## config.mk

```make
export PLATFORM = sky130hd
export DESIGN_NAME = ovo_svm_sequencer_flat
export DESIGN_NICKNAME = d
export VERILOG_FILES = /design/src/rtl/ovo_svm_pkg.sv /design/src/rtl/ovo_svm_sequencer_if.sv /design/src/rtl/svm_pair_eval.sv /design/src/rtl/ovo_svm_sequencer.sv /design/src/flat_wrapper.sv
export SDC_FILE = /design/constraint.sdc
export NUM_CORES = 1
export LEC_CHECK = 0
export CAP_MARGIN = 20
export CORE_ASPECT_RATIO = 2
export CORE_MARGIN = 2
export CORE_UTILIZATION = 45
export CTS_CLUSTER_SIZE = 12
export DETAILED_ROUTE_END_ITERATION = 8
export PLACE_DENSITY = 0.79
export SLEW_MARGIN = 20
export SYNTH_ARGS = -nofsm -noshare
export SYNTH_HDL_FRONTEND = slang
export SYNTH_SLANG_ARGS = --single-unit
```

## constraint.sdc

```tcl
create_clock -name clk -period 10 [get_ports clk]
set_input_delay 2 -clock clk [delete_from_list [all_inputs] [get_ports clk]]
set_output_delay 2 -clock clk [all_outputs]
set_load 0.03 [all_outputs]
```

## src/rtl/ovo_svm_pkg.sv

```systemverilog
// Shared widths, pair-index lookup and per-dataset classifier constants
// for the one-vs-one SVM sequencer.
package ovo_svm_pkg;

  typedef enum logic [1:0] {IDLE, EVAL, ARGMAX, DONE} state_e;

  localparam int DS_DEMO     = 0;
  localparam int DS_BIAS_POS = 1;
  localparam int DS_BIAS_NEG = 2;
  localparam int DS_BIAS_ALT = 3;

  localparam int DEMO_B [3] = '{-10, 5, 0};

  // max(1, clog2(n)) so single-entry tables still get a 1-bit index
  function automatic int idx_w(input int n);
    return (n <= 2) ? 1 : $clog2(n);
  endfunction

  function automatic int n_pairs(input int n);
    return n * (n - 1) / 2;
  endfunction

  // Member 0 (i) or 1 (j) of pair k under lexicographic (i,j), i<j ordering
  function automatic int pair_member(input int n, input int k, input bit second);
    int idx;
    int res;
    idx = 0;
    res = 0;
    for (int i = 0; i < n - 1; i++) begin
      for (int j = i + 1; j < n; j++) begin
        if (idx == k) res = second ? j : i;
        idx++;
      end
    end
    return res;
  endfunction

  function automatic int weight_of(input int ds, input int k, input int f);
    if (ds != DS_DEMO) return 0;
    case (k)
      0:       return (f == 0 || f == 1) ? 1 : 0;
      1:       return (f == 2) ? -3 : ((f == 20) ? 2 : 0);
      2:       return (f == 5) ? -128 : ((f == 6) ? 127 : 0);
      default: return 0;
    endcase
  endfunction

  function automatic int bias_of(input int ds, input int k);
    case (ds)
      DS_DEMO:     return (k < 3) ? DEMO_B[k] : 0;
      DS_BIAS_POS: return 1;
      DS_BIAS_NEG: return -1;
      DS_BIAS_ALT: return (k % 2 == 0) ? 1 : -1;
      default:     return 0;
    endcase
  endfunction

endpackage

```

## src/rtl/ovo_svm_sequencer_if.sv

```systemverilog
// Feature-in / class-out handshake bundle of the OvO SVM sequencer.
interface ovo_svm_sequencer_if
  import ovo_svm_pkg::*;
#(
  parameter int N_CLASSES  = 3,
  parameter int N_FEATURES = 21,
  parameter int INPUT_W    = 4
) ();
  localparam int CLS_W = idx_w(N_CLASSES);

  logic [N_FEATURES*INPUT_W-1:0] in;
  logic                          in_valid;
  logic                          in_ready;
  logic                          out_valid;
  logic                          out_ready;
  logic [CLS_W-1:0]              w_class;

  modport master (output in, in_valid, out_ready, input in_ready, out_valid, w_class);
  modport slave  (input in, in_valid, out_ready, output in_ready, out_valid, w_class);
endinterface

```

## src/rtl/svm_pair_eval.sv

```systemverilog
// Combinational dot product plus bias for one pairwise classifier;
// decision is 1 when the score is non-negative.
module svm_pair_eval #(
  parameter int N_FEATURES = 21,
  parameter int INPUT_W    = 4,
  parameter int WEIGHT_W   = 8,
  parameter int BIAS_W     = 12
) (
  input  logic [N_FEATURES*INPUT_W-1:0]  features,
  input  logic [N_FEATURES*WEIGHT_W-1:0] weights,
  input  logic signed [BIAS_W-1:0]       bias,
  output logic                           decision
);
  localparam int ACC_W = INPUT_W + WEIGHT_W + $clog2(N_FEATURES) + 2;

  logic signed [ACC_W-1:0] acc;
  logic signed [ACC_W-1:0] w_ext;
  logic signed [ACC_W-1:0] x_ext;

  always_comb begin
    acc   = ACC_W'(bias);
    w_ext = '0;
    x_ext = '0;
    for (int f = 0; f < N_FEATURES; f++) begin
      w_ext = ACC_W'($signed(weights[f*WEIGHT_W +: WEIGHT_W]));
      // features are unsigned: zero-extend before the signed multiply
      x_ext = ACC_W'(features[f*INPUT_W +: INPUT_W]);
      acc   = acc + w_ext * x_ext;
    end
  end

  assign decision = ~acc[ACC_W-1];
endmodule

```

## src/rtl/ovo_svm_sequencer.sv

```systemverilog
// One-vs-one SVM classifier: evaluates all class pairs one per cycle on a
// shared evaluator, tallies votes and reports the argmax class.
//
// state  | meaning
// IDLE   | waiting for a feature vector (in_ready high)
// EVAL   | scoring pair k, voting, advancing k
// ARGMAX | registering the class with the most votes
// DONE   | result valid, held until out_ready
module ovo_svm_sequencer
  import ovo_svm_pkg::*;
#(
  parameter int N_CLASSES  = 3,
  parameter int N_FEATURES = 21,
  parameter int INPUT_W    = 4,
  parameter int WEIGHT_W   = 8,
  parameter int BIAS_W     = 12,
  parameter int DATASET    = DS_DEMO
) (
  input logic               clk,
  input logic               rst_n,
  ovo_svm_sequencer_if.slave bus
);
  localparam int P      = n_pairs(N_CLASSES);
  localparam int CLS_W  = idx_w(N_CLASSES);
  localparam int VOTE_W = $clog2(N_CLASSES);
  localparam int K_W    = idx_w(P);

  function automatic logic [N_FEATURES*WEIGHT_W-1:0] weight_row(input int k);
    logic [N_FEATURES*WEIGHT_W-1:0] row;
    row = '0;
    for (int f = 0; f < N_FEATURES; f++)
      row[f*WEIGHT_W +: WEIGHT_W] = WEIGHT_W'(weight_of(DATASET, k, f));
    return row;
  endfunction

  logic [N_FEATURES*WEIGHT_W-1:0] w_rom [P];
  logic signed [BIAS_W-1:0]       b_rom [P];
  logic [CLS_W-1:0]               pair_i_tab [P];
  logic [CLS_W-1:0]               pair_j_tab [P];

  for (genvar g = 0; g < P; g++) begin : g_rom
    assign w_rom[g]      = weight_row(g);
    assign b_rom[g]      = BIAS_W'(bias_of(DATASET, g));
    assign pair_i_tab[g] = CLS_W'(pair_member(N_CLASSES, g, 1'b0));
    assign pair_j_tab[g] = CLS_W'(pair_member(N_CLASSES, g, 1'b1));
  end

  state_e                        state_q, state_d;
  logic [K_W-1:0]                k_q, k_d;
  logic [VOTE_W-1:0]             vote_q [N_CLASSES];
  logic [VOTE_W-1:0]             vote_d [N_CLASSES];
  logic [CLS_W-1:0]              w_class_q, w_class_d;
  logic [N_FEATURES*INPUT_W-1:0] feat_q, feat_d;
  logic [CLS_W-1:0]              best;
  logic                          decision;

  svm_pair_eval #(
    .N_FEATURES (N_FEATURES),
    .INPUT_W    (INPUT_W),
    .WEIGHT_W   (WEIGHT_W),
    .BIAS_W     (BIAS_W)
  ) u_eval (
    .features (feat_q),
    .weights  (w_rom[k_q]),
    .bias     (b_rom[k_q]),
    .decision (decision)
  );

  always_comb begin
    state_d   = state_q;
    k_d       = k_q;
    vote_d    = vote_q;
    w_class_d = w_class_q;
    feat_d    = feat_q;
    best      = '0;
    case (state_q)
      IDLE: begin
        if (bus.in_valid) begin
          feat_d  = bus.in;
          vote_d  = '{default: '0};
          k_d     = '0;
          state_d = EVAL;
        end
      end
      EVAL: begin
        if (decision) vote_d[pair_i_tab[k_q]] = vote_q[pair_i_tab[k_q]] + 1'b1;
        else          vote_d[pair_j_tab[k_q]] = vote_q[pair_j_tab[k_q]] + 1'b1;
        if (k_q == K_W'(P - 1)) begin
          k_d     = '0;
          state_d = ARGMAX;
        end else begin
          k_d = k_q + 1'b1;
        end
      end
      ARGMAX: begin
        // strict compare keeps the lowest index on ties
        for (int c = 1; c < N_CLASSES; c++)
          if (vote_q[c] > vote_q[best]) best = CLS_W'(c);
        w_class_d = best;
        state_d   = DONE;
      end
      DONE: begin
        if (bus.out_ready) state_d = IDLE;
      end
      default: state_d = IDLE;
    endcase
  end

  always_ff @(posedge clk or negedge rst_n) begin
    if (!rst_n) begin
      state_q   <= IDLE;
      k_q       <= '0;
      vote_q    <= '{default: '0};
      w_class_q <= '0;
    end else begin
      state_q   <= state_d;
      k_q       <= k_d;
      vote_q    <= vote_d;
      w_class_q <= w_class_d;
    end
  end

  // Feature latch carries no reset; it is only read after an accept
  always_ff @(posedge clk) begin
    feat_q <= feat_d;
  end

  assign bus.in_ready  = (state_q == IDLE);
  assign bus.out_valid = (state_q == DONE);
  assign bus.w_class   = w_class_q;
endmodule

```

## src/flat_wrapper.sv

```systemverilog
// flat-port wrapper written by rule: the top's interface ports become plain ports
module ovo_svm_sequencer_flat import ovo_svm_pkg::*;
#(
  parameter int N_CLASSES  = 3,
  parameter int N_FEATURES = 21,
  parameter int INPUT_W    = 4,
  parameter int WEIGHT_W   = 8,
  parameter int BIAS_W     = 12,
  parameter int DATASET    = DS_DEMO
)
  (clk, rst_n, bus_in, bus_in_valid, bus_out_ready, bus_in_ready, bus_out_valid, bus_w_class);
  ovo_svm_sequencer_if #(.N_CLASSES(N_CLASSES), .N_FEATURES(N_FEATURES), .INPUT_W(INPUT_W)) bus_i ();
  input logic clk;
  input logic rst_n;
  input wire logic [$bits(bus_i.in)-1:0] bus_in;
  input wire logic [$bits(bus_i.in_valid)-1:0] bus_in_valid;
  input wire logic [$bits(bus_i.out_ready)-1:0] bus_out_ready;
  output wire logic [$bits(bus_i.in_ready)-1:0] bus_in_ready;
  output wire logic [$bits(bus_i.out_valid)-1:0] bus_out_valid;
  output wire logic [$bits(bus_i.w_class)-1:0] bus_w_class;
  assign bus_i.in = bus_in;
  assign bus_i.in_valid = bus_in_valid;
  assign bus_i.out_ready = bus_out_ready;
  assign bus_in_ready = bus_i.in_ready;
  assign bus_out_valid = bus_i.out_valid;
  assign bus_w_class = bus_i.w_class;
  ovo_svm_sequencer #(.N_CLASSES(N_CLASSES), .N_FEATURES(N_FEATURES), .INPUT_W(INPUT_W), .WEIGHT_W(WEIGHT_W), .BIAS_W(BIAS_W), .DATASET(DATASET)) u_core (.clk(clk), .rst_n(rst_n), .bus(bus_i));
endmodule
```

After elaboration in Yosys (flattened, before gate mapping):

Cells that the tools add are included.

* bits in registers: 96
* input port bits: 88
* output and inout bits: 4

* $add $sub $neg: 24
* multipliers: 21
* magnitude comparators: 8
* equality and inequality tests: 7
* multiplexer cells: 40
* bitwise operators: 4
* reduce and logical (&&, ||, !) cells: 7

Operator list (count)
* binary-select mux 168 bit (select 2 bit): 1
* 2-to-1 mux 168 bit: 2
* adder 19 x 13 -> 19 bit: 15
* multiplier 8 x 5 -> 13 bit: 21
* 2-to-1 mux 2 bit: 19
* binary-select mux 12 bit (select 2 bit): 1
* 2-to-1 mux 12 bit: 2
* binary-select mux 2 bit (select 2 bit): 5
* adder 18 x 13 -> 19 bit: 1
* adder 17 x 13 -> 18 bit: 1
* adder 16 x 13 -> 17 bit: 1
* adder 15 x 13 -> 16 bit: 1
* adder 14 x 13 -> 15 bit: 1
* adder 12 x 13 -> 14 bit: 1
* bitwise mux 6 bit: 2
* >= comparator 3 bit, second input constant: 4
* 2-to-1 mux 6 bit: 2
* NOT 2 -> 3 bit: 4
* case mux 6 bit (2 select lines): 1
* demux 2 bit (select 2 bit): 2
* case mux 2 bit (4 select lines): 1
* adder 2 x 1 -> 2 bit, second input constant: 3
* equality test 2 bit, second input constant: 3
* < comparator 3 x 1 -> 1 bit, second input constant: 2
* other kinds (11): 15

Depth between registers and ports, before layout:

Gate-level depths: netlist of the first run.

* depth in word-level cells: 28
* gate-level depth with buffers: 30

By module:

From an unflattened synthesis of the first run, not the netlist that was laid out.

* cells, all modules: 3123
* area, all modules: 32673.8 um^2

Modules (own cells, without submodules)
* svm_pair_eval: times used 1, cells an instance 2932, area an instance 29159.2 um^2, seq. area each 0.0 um^2
* ovo_svm_sequencer: times used 1, cells an instance 191, area an instance 3514.6 um^2, seq. area each 2822.7 um^2

Least setup slack after synthesis of the first run:

No wires, ideal clock.

* path type: register to register
* start: register u_core.k_q[1]
* end: register u_core.vote_q[3] (netlist name)
* library setup time: 0.079 ns
* data arrival time: 7.671 ns
* data required time: 9.921 ns
* slack: 2.250 ns
* stages on the path, launching flop included: 30
* clock period less this slack: 7.750 ns
* path through: dfrtp_1 inv_1 ha_1 clkbuf_1 and2_1 fa_1 ha_1 and2_1 ha_1 inv_1 fa_1 inv_1 ha_1 inv_1 fa_1 inv_1 fa_1 inv_1 fa_1 inv_1 ha_1 fa_1 ha_1 nor2b_1 and4_4 a2111oi_4 nand3_4 xnor2_4 mux2_4 mux2i_1

* cells in the longest elaborated chain, start to end: 28
* elaborated cells on any way between the ends: 79

RTL lines
* start, declared: line ovo_svm_sequencer.sv:49 `logic [K_W-1:0] k_q, k_d;`
* start signal, assigned: line ovo_svm_sequencer.sv:117 `k_q <= k_d;`
* NOT 2 -> 3 bit (not written as such) (*)
* binary-select mux 168 bit (select 2 bit): line ovo_svm_sequencer.sv:64 `.weights (w_rom[k_q]),`
* 2-to-1 mux 168 bit (not written as such) (2 in series): line ovo_svm_sequencer.sv:64
* multiplier 8 x 5 -> 13 bit: line svm_pair_eval.sv:28 `acc = acc + w_ext * x_ext;`
* adder 12 x 13 -> 14 bit: line svm_pair_eval.sv:28
* adder 14 x 13 -> 15 bit: line svm_pair_eval.sv:28
* adder 15 x 13 -> 16 bit: line svm_pair_eval.sv:28
* adder 16 x 13 -> 17 bit: line svm_pair_eval.sv:28
* adder 17 x 13 -> 18 bit: line svm_pair_eval.sv:28
* adder 18 x 13 -> 19 bit: line svm_pair_eval.sv:28
* adder 19 x 13 -> 19 bit (15 in series): line svm_pair_eval.sv:28
* 2-to-1 mux 6 bit (*): line ovo_svm_sequencer.sv:86 `if (decision) vote_d[pair_i_tab[k_q]] = vote_q[pair_i_tab[k_q]] + 1'b1;`
* case mux 6 bit (2 select lines) (*): line ovo_svm_sequencer.sv:76 `case (state_q)`
* end signal, assigned: line ovo_svm_sequencer.sv:118 `vote_q <= vote_d;`
* end, declared: line ovo_svm_sequencer.sv:50 `logic [VOTE_W-1:0] vote_q [N_CLASSES];`

Mark *: on every way between the ends. The rest lies on a longest branch, timed or not. The select of a mux whose other input is x is not followed.
A chain may end at the register's enable or synchronous reset.

Worst setup path in the final report of the first run:

Ends and elaborated chain as after synthesis.

==> results of run 1 <==
## state kept, by name, indices dropped and copies added, names as in the netlist
name                cells
u_core.bus.w_class      2
u_core.feat_q          24
u_core.k_q              2
u_core.state_q          2
u_core.vote_q           6
## synthesized netlist by cell type (2+ instances only)
library cell | n | share of area, %
inv_1 | 139 | 9.9
ha_1 | 126 | 30
fa_1 | 62 | 24
and2_1 | 27 | 3.2
edfxtp_1 | 24 | 14
nand2_1 | 20 | 1.4
dfrtp_1 | 12 | 5.7
mux2i_1 | 10 | 1.9
a21oi_1 | 9 | 0.85
nor2_1 | 8 | 0.57
nand2b_1 | 7 | 0.83
o21ai_0 | 7 | 0.66
clkbuf_1 | 5 | 0.36
nor2b_1 | 5 | 0.59
nand3_1 | 4 | 0.38
and3_1 | 3 | 0.36
and4_1 | 3 | 0.50
nor3_1 | 3 | 0.28
a22o_1 | 2 | 0.33
a311oi_1 | 2 | 0.33
nand4b_1 | 2 | 0.33
o211ai_1 | 2 | 0.28
o21ai_1 | 2 | 0.19
o21ai_2 | 2 | 0.33
o22ai_1 | 2 | 0.24
xnor2_1 | 2 | 0.33
xor2_1 | 2 | 0.33
## routing by layer
metal / vias to the layer above / share of wire, %
met3: 16 / 2.6
li1: 1654 / -
met2: 60 / 51
met1: 1577 / 44
met5: - / 0
met4: 0 / 2.8
## cell families (layout without fill, tap and decap cells)
kind of cell / count (synthesis) / in the layout / synth area share [%]
AOI/OAI and AO/OA: 30 / 30 / 3.92
xor gates and xnor gates: 5 / 5 / 1.19
adders and majority gates: 188 / 188 / 53.5
buffers and inverters: 144 / 179 / 10.3
DFF: 36 / 36 / 19.4
muxes: 12 / 12 / 2.40
and+or+nand+nor: 87 / 87 / 9.40
## worst paths after layout
path                       cells past startpoint               endpoint  slack [ns]                   from
min in group asynchronous                      1      u_core.state_q[1]        2.10                  rst_n
setup / recovery                              28       u_core.vote_q[3]        1.50          u_core.k_q[1]
hold / removal                                 1  u_core.bus.w_class[0]        0.53  u_core.bus.w_class[0]
max in group asynchronous                      1          u_core.k_q[1]        7.51                  rst_n
hold reg to reg                                1  u_core.bus.w_class[0]        0.53  u_core.bus.w_class[0]
setup reg to reg                              28       u_core.vote_q[3]        1.50          u_core.k_q[1]
## stage by stage
stage          setup WS [ns]  hold WS, ns  area (sq um)  util, %
6_report                1.50        0.527          5900     51.0
4_1_cts                 1.49        0.529          5900     51.0
3_3_place_gp            1.71        0.503          5750     49.7
5_1_grt                0.981        0.558          5900     51.0
3_5_place_dp            1.49        0.503          5750     49.7
2_1_floorplan           2.25        0.505          5270        -
## cell type report
| class | instances | area [sq um] |
|---|---|---|
| inverter | 139 | 522 |
| clock inverter | 1 | 6.26 |
| timing repair buffer | 32 | 318 |
| sequential | 36 | 1020 |
| clock buffer | 7 | 143 |
| tap | 145 | 181 |
| multi-input combinational | 322 | 3710 |
| fill | 1011 | 5660 |
==> results.md, run 1 <==
- Outcome: complete, no violations
- Setup Viol. Count Final: 0
- Met2 Use GR: 26.8%
- Worst Max-Slew Pin Slew: 1.02 ns
- Crit path max-delay family: adder cells
- Post-CTS setup buffer count: 0
- Average wire per standard cell: 12.8 microns
- Total inserted antenna cells: 0
- Gate Count Post-Synth: 502
- Num rows: 56
- Slew headroom: 31.9%
- CP max FO: 11
- Worst setup SP type: flop
- Clk_lat worst skew: 0.28 ns
- CTS resizes: 0
- Pins Over Slew Limit: 0
- Reported max-cap violation count: 0
- Sequential fraction of the synthesis area: 19.4%
- Synth cell types: 37
- Worst path bufs/invs: 7
- GRT Overall Usage: 15.4%
- Antenna-violating nets left: 0
- GRT busiest layer: met2
- Via count: 3307
- Synthesis-to-finish area growth: 11.9%
- Post-Layout Cell Count: 682
- Num CTS Buffers: 5
- Clock skew: 0.00768 ns
- Crit path kind: flop to flop
- Port bufs: 31
- Initial Util: 45.6%
- Via density per instance: 4.85
- Met3 Use GR: 1.72%
- Vias in the first global route: 3522
- Initial antenna violation count: 0
- Area of the mapped netlist: 5270 sq um
- CP max-delay cell: fa_1
- Commonest non-fill, non-tap cell in the layout: inv_1
- Most frequent cell on the critical path: inv_1
- Synth Register Bits: 36
- Grt ovf: 0
- Nets@finish: 812
- Max clock buf depth: 2
- Global-route wire length before repair: 15.4 mm
- DIE AREA: 12600 sq um
- Syn nets: 778
- Final worst path period need: 8.50 ns
- CTS tree: yes
- Layout cell share with drive strength beyond 1: 3.17%
- Met1 Resource Use GR: 19.4%
- Placeable Area: 11600 sq um
- Ys flop type: edfxtp_1
- DR iter-0 viols: 92
- Asr flop ratio synth: 33.3%
- GPL Wtd Cong: 0.812
- HPWL Detailed: 7.69 mm
- Tcrit/Tclk final: 85.0%
- WL final: 8.74 mm
- Largest net degree at the start of global routing: 25
- H-tree levels: 2
- Clk slew on worst S/H paths: 0.06 ns
- DRC: 0
- HP Class: flop to flop
- Critical Path RT: 10.21 ns
- Number of I/O pins: 92
- Drt first pass iters: 4
- Final setup TNS: 0 ns
- RSZ-0062 raised after global routing: no
- Clock sink count: 36
- CTS Hold Bufs: 0
- Syn Area/Cell: 10.5 sq um
- DIE WIDTH: 80.5 microns
- Hold Violations, Final: 0
- Critical Path AT: 8.71 ns
- Inst Count DP: 674
- Root Driver: clkbuf_16
- CP max stage delay: 0.62 ns
- EDFF count, synth: 24
- Most frequent cells in the layout: inv_1, ha_1, fa_1
- Fmax: 118 MHz
- Die H: 157 microns
- Synth Warn #: 0
- Crit. End Element: flop
Power of run 1 is not shown: default switching activity piles up to over one toggle a cycle in this logic, so the estimate is an artifact.
==> run 2, diff against run 1 <==
Settings changed: PLACE_DENSITY 0.79 to 0.81.
Clock period 10 ns to 7.11 ns, I/O delays scaled along.
==> run 2 against run 1 <==
The run now ends with setup timing left; die area did not move; via count rose by 8.2%; largest cell class unchanged; design area rose by 11%; highest routed layer unchanged; register-to-register slack got worse by 1.7 ns; worst setup slack got worse by 1.7 ns; sequential cell count did not move; critical endpoint is now u_core.vote_q[5].
==> results.md, run 2 (synthesis gave the netlist of run 1 again) <==
- Critical Path RT: 7.28 ns (-2.93 ns)
- Worst setup SP type: flop
- Slew headroom: 33.9% (+2.0 points)
- Initial Util: 45.6% (unchanged)
- HPWL Detailed: 8.29 mm (+7.8%)
- Via count: 3579 (+8.2%)
- Clock sink count: 36 (unchanged)
- Number of flip-flops in the largest register: 24 (unchanged)
- Nets@finish: 860 (+5.9%)
- Setup Viol. Count Final: 6 (+6)
- Final worst path period need: 7.29 ns (-1.21 ns)
- Num rows: 56 (unchanged)
- Placeable Area: 11600 sq um (unchanged)
- Antenna-violating nets left: 0 (unchanged)
- Largest regs: u_core.feat_q: 24 flops, u_core.vote_q: 6 flops
- Critical Path Source: u_core.k_q[0]
- Crit. End Element: flop
- CTS Hold Bufs: 0 (unchanged)
- WL final: 10.0 mm (+15%)
- Hold Violations, Final: 0 (unchanged)
- DIE WIDTH: 80.5 microns (unchanged)
- Clk slew on worst S/H paths: 0.06 ns (about the same)
- Fmax: 137 MHz (+17%)
- CP max-delay cell: fa_1
- Largest net degree at the start of global routing: 25 (unchanged)
- Synthesis-to-finish area growth: 24.2%
- DRC: 0 (unchanged)
- Number of I/O pins: 92 (unchanged)
- Max clock buf depth: 2 (unchanged)
- Worst setup margin: -0.177 ns (-1.68 ns)
- Drt first pass iters: 4 (unchanged)
- Final setup TNS: -0.899 ns (-0.899 ns)
- FF-to-FF Start: u_core.k_q[0]
- Critical Path AT: 7.46 ns (-1.25 ns)
- Clock skew: 0.00931 ns (+0.00162 ns)
- Violated checks: setup timing
- HP Class: flop to flop
- Average wire per standard cell: 13.8 microns (+7.5%)
- Clk_lat worst skew: 0.29 ns (about the same)
- Worst path depth: 26 (-7.1%)
- Die H: 157 microns (unchanged)
- GPL Wtd Cong: 0.867 (+6.8%)
- Register with the most flip-flops: u_core.feat_q
- Port bufs: 31 (unchanged)
- Setup crit end: u_core.vote_q[5]
- Root Driver: clkbuf_16
- GRT Overall Usage: 17.1% (+1.7 points)
- Num CTS Buffers: 5 (unchanged)
- Reg2reg setup slack: -0.18 ns (-1.68 ns)
- Post-Layout Cell Count: 730 (+7.0%)
- CP max FO: 6 (-5)
- Global-route wire length before repair: 17.1 mm (+11%)
- Crit path kind: flop to flop
- Reported max-cap violation count: 0 (unchanged)
- CP max stage delay: 0.57 ns (-0.05 ns)
- Commonest non-fill, non-tap cell in the layout: inv_1
- Via density per instance: 4.90 (+1.1%)
- Pins Over Slew Limit: 0 (unchanged)
- Worst path bufs/invs: 6 (-1)
- DIE AREA: 12600 sq um (unchanged)
- R2R depth: 26 (-7.1%)
- Outcome: finished, violations left
- Inst Count DP: 714 (+5.9%)
- Crit path max-delay family: adder cells
- DR iter-0 viols: 94 (+2.2%)
- H-tree levels: 2 (unchanged)
- Worst Max-Slew Pin Slew: 0.991 ns (-0.0300 ns)
- Final instance area: 6540 sq um (+11%)
- Initial antenna violation count: 0 (unchanged)
- RSZ-0062 raised after global routing: yes
- Tcrit/Tclk final: 102% (+18 points)
- Most frequent cells in the layout: inv_1, ha_1, fa_1
- Grt ovf: 0 (unchanged)
- Total inserted antenna cells: 0 (unchanged)
- Post-Place Setup Slack: -0.343 ns (-1.84 ns)
- R2r endpoint: u_core.vote_q[5]
- CTS tree: yes
- Vias in the first global route: 3955 (+12%)
- Most frequent cell on the critical path: fa_1
- Layout cell share with drive strength beyond 1: 19.8% (+17 points)
- Hold path startpoint: u_core.bus.w_class[0]
- Cell Area, Placed: 6110 sq um (+6.3%)
-- run 2: timing repair --
action,CTS,global route
buffers inserted,6,2
pin swaps,44,10
setup endpoints to repair,6,6
resized for setup,27,12
-- run 2: metal layers --
layer  up-vias  wire length [microns]  global-route usage [%]
met5         -                      0                       0
met4         0                    271                    5.89
met2        58                   5640                    32.3
met3        16                    180                    1.03
met1      1748                   3960                    20.0
li1       1757                      -                       -
-- run 2: worst register-to-register path, cell delays in order (launching register included) --
cell and delay [ns]:
dfrtp_1 0.42, inv_2 0.08, ha_4 0.17, and2_4 0.14
fa_1 0.57, inv_2 0.05, fa_2 0.52, inv_2 0.04
fa_1 0.44, ha_2 0.21, fa_1 0.50, fa_2 0.37
fa_1 0.54, inv_1 0.05, fa_1 0.47, inv_1 0.04
ha_1 0.29, ha_1 0.30, ha_1 0.32, and4_1 0.21
and4_4 0.16, a2111oi_4 0.43, nand3_4 0.14, xnor2_4 0.31
buf_6 0.16, mux2i_1 0.19, mux2i_1 0.09
-- run 2: per-stage QoR --
step / hold slack (ns) / utilization [%]
after CTS: 0.524 / 55.9
after floorplan: 0.505 / -
final: 0.515 / 56.6
after global routing: 0.528 / 56.6
after detailed placement: 0.503 / 52.9
after global placement: 0.502 / 52.9
-- run 2: how the worst min path moves through the flow --
stage	to	slack (ns)	cells past startpoint
floorplan	u_core.vote_q[0]	0.50	2
global placement	u_core.bus.w_class[0]	0.50	1
detailed placement	u_core.bus.w_class[0]	0.50	1
CTS	u_core.bus.w_class[0]	0.52	1
global route	u_core.bus.w_class[0]	0.53	1
finish	u_core.bus.w_class[0]	0.52	1
-- run 2: cell type report --
cell class / count / area [sq um]
multi-input cells: 322 / 3980
fillers: 938 / 5020
repair buffers: 80 / 682
inverters: 139 / 522
clock buffers: 6 / 150
well taps: 145 / 181
flip-flops and latches: 36 / 1020
clock inverters: 2 / 11.3
Power of run 2 is left out for the same reason.
==> variant: new RTL, settings of run 1 <==
`INPUT_W` is set to 4 in 4 places; all go to 6.
--- a/src/rtl/ovo_svm_sequencer_if.sv
+++ b/src/rtl/ovo_svm_sequencer_if.sv
@@ -6,3 +6,3 @@
   parameter int N_FEATURES = 21,
-  parameter int INPUT_W    = 4
+  parameter int INPUT_W    = 6
 ) ();
--- a/src/rtl/svm_pair_eval.sv
+++ b/src/rtl/svm_pair_eval.sv
@@ -4,3 +4,3 @@
   parameter int N_FEATURES = 21,
-  parameter int INPUT_W    = 4,
+  parameter int INPUT_W    = 6,
   parameter int WEIGHT_W   = 8,
--- a/src/rtl/ovo_svm_sequencer.sv
+++ b/src/rtl/ovo_svm_sequencer.sv
@@ -13,3 +13,3 @@
   parameter int N_FEATURES = 21,
-  parameter int INPUT_W    = 4,
+  parameter int INPUT_W    = 6,
   parameter int WEIGHT_W   = 8,
--- a/src/flat_wrapper.sv
+++ b/src/flat_wrapper.sv
@@ -5,3 +5,3 @@
   parameter int N_FEATURES = 21,
-  parameter int INPUT_W    = 4,
+  parameter int INPUT_W    = 6,
   parameter int WEIGHT_W   = 8,
Ports: changed (resized bus_in); port bits go from 92 to 134. The function was not compared with the original's and may differ.
==> variant against run 1 <==
Count of clock-buffer cells in the layout stayed put. Design area is 47% higher. Setup slack worse by 930 ps. Sequential cell count is 12 higher. Area after synthesis is 49% higher. Utilization is 0.63 points lower. Routed wire length is 64% higher. Critical path type unchanged.
Power is not shown: default switching activity piles up to over one toggle a cycle in this logic, so the estimate is an artifact.
==> variant: results <==
group,metric,value,unit
layout,reg_top3,"u_core.feat_q (36), u_core.vote_q (6)",
worst_setup_path,reg2regPathDepth,32,
clock_tree,cts_made_buffers,5,
global_route,grt_pass1_wl,24780,µm
global_route,grt_usage,16.74,%
logic_synthesis,synthTopCellsByCount,"inv_1 (240), ha_1 (194), fa_1 (100)",
logic_synthesis,synthAdderAreaFrac,56.44,%
worst_setup_path,cp_max_fo,16,
detailed_routing,via_per_inst,4.946,
worst_setup_path,critical_path_arrival,9620,ps
layout,drive_gt1_share,2.109,%
detailed_routing,wl,14300,µm
worst_hold_path,holdCritStartpoint,"u_core.bus.w_class[0]",
detailed_routing,drtIter0Drc,120,
clock_tree,cts_resized,0,
logic_synthesis,synth-xor-area-share,1.881,%
placed_design,hpwl,12850,µm
worst_hold_path,hold_depth,2,
logic_synthesis,ys_seq_area_share,17.60,%
global_route,grt_max_degree,32,
timing,slew_headroom,47.45,%
layout,nets,1229,
clock_tree,insertion_delay,300,ps
worst_setup_path,slowest_stage,"ha_1",
detailed_routing,drt_first_pass_iters,7,
logic_synthesis,ys_types,43,
global_route,grt_pass1_vias,5708,
timing,hold-worst-slack,500.5,ps
worst_setup_path,startpoint,"u_core.k_q[0]",
logic_synthesis,synth.area.top_cells,"ha_1 (31%), fa_1 (26%), edfxtp_1 (14%), inv_1 (11%), dfrtp_1 (3.8%)",
logic_synthesis,synth_ff_type,"edfxtp_1",
worst_setup_path,reg2reg_slack,570,ps
timing,fin_skew,5.883,ps
logic_synthesis,synth_edf_count,36,
logic_synthesis,async_flop_share,25.00,%
placed_design,port_buffers,43,
placed_design,place.gp.congestion,0.9008,
logic_synthesis,synth-compound-area-share,3.571,%
status,status,"finished, final reports clean",
logic_synthesis,synth_mux_area_share,1.196,%
placed_design,placed_area,8526,µm²
==> variant: tightest hold or removal path: stages, from the launching register on <==
cell and delay [ps]:
dfrtp_1 360, nand2_1 60, o31ai_1 50
==> variant: through the flow <==
step,setup slack [ps],std cells,utilization [%]
finish,568.2,1016,50.40
global route,28.82,1016,50.40
CTS,518.0,1016,50.40
detailed placement,631.2,1008,49.61
global placement,739.8,1008,49.61
floorplan,1559,759,-
==> variant: area by class of cell <==
cell class / instances / area (µm²)
flip-flops and latches: 48 / 1381
clock inverters: 1 / 3.754
clock buffers: 7 / 132.6
fillers: 1553 / 8524
inverters: 240 / 900.9
multi-input cells: 465 / 5535
repair buffers: 45 / 445.4
well taps: 210 / 262.8
==> variant: routing by layer <==
metal,part of all wire [%],GRT usage (%),vias to the layer above
met5,0,0,-
met3,1.6,1.540,40
met4,4.9,9.241,0
met2,62,35.46,71
li1,-,-,2441
met1,31,14.60,2473
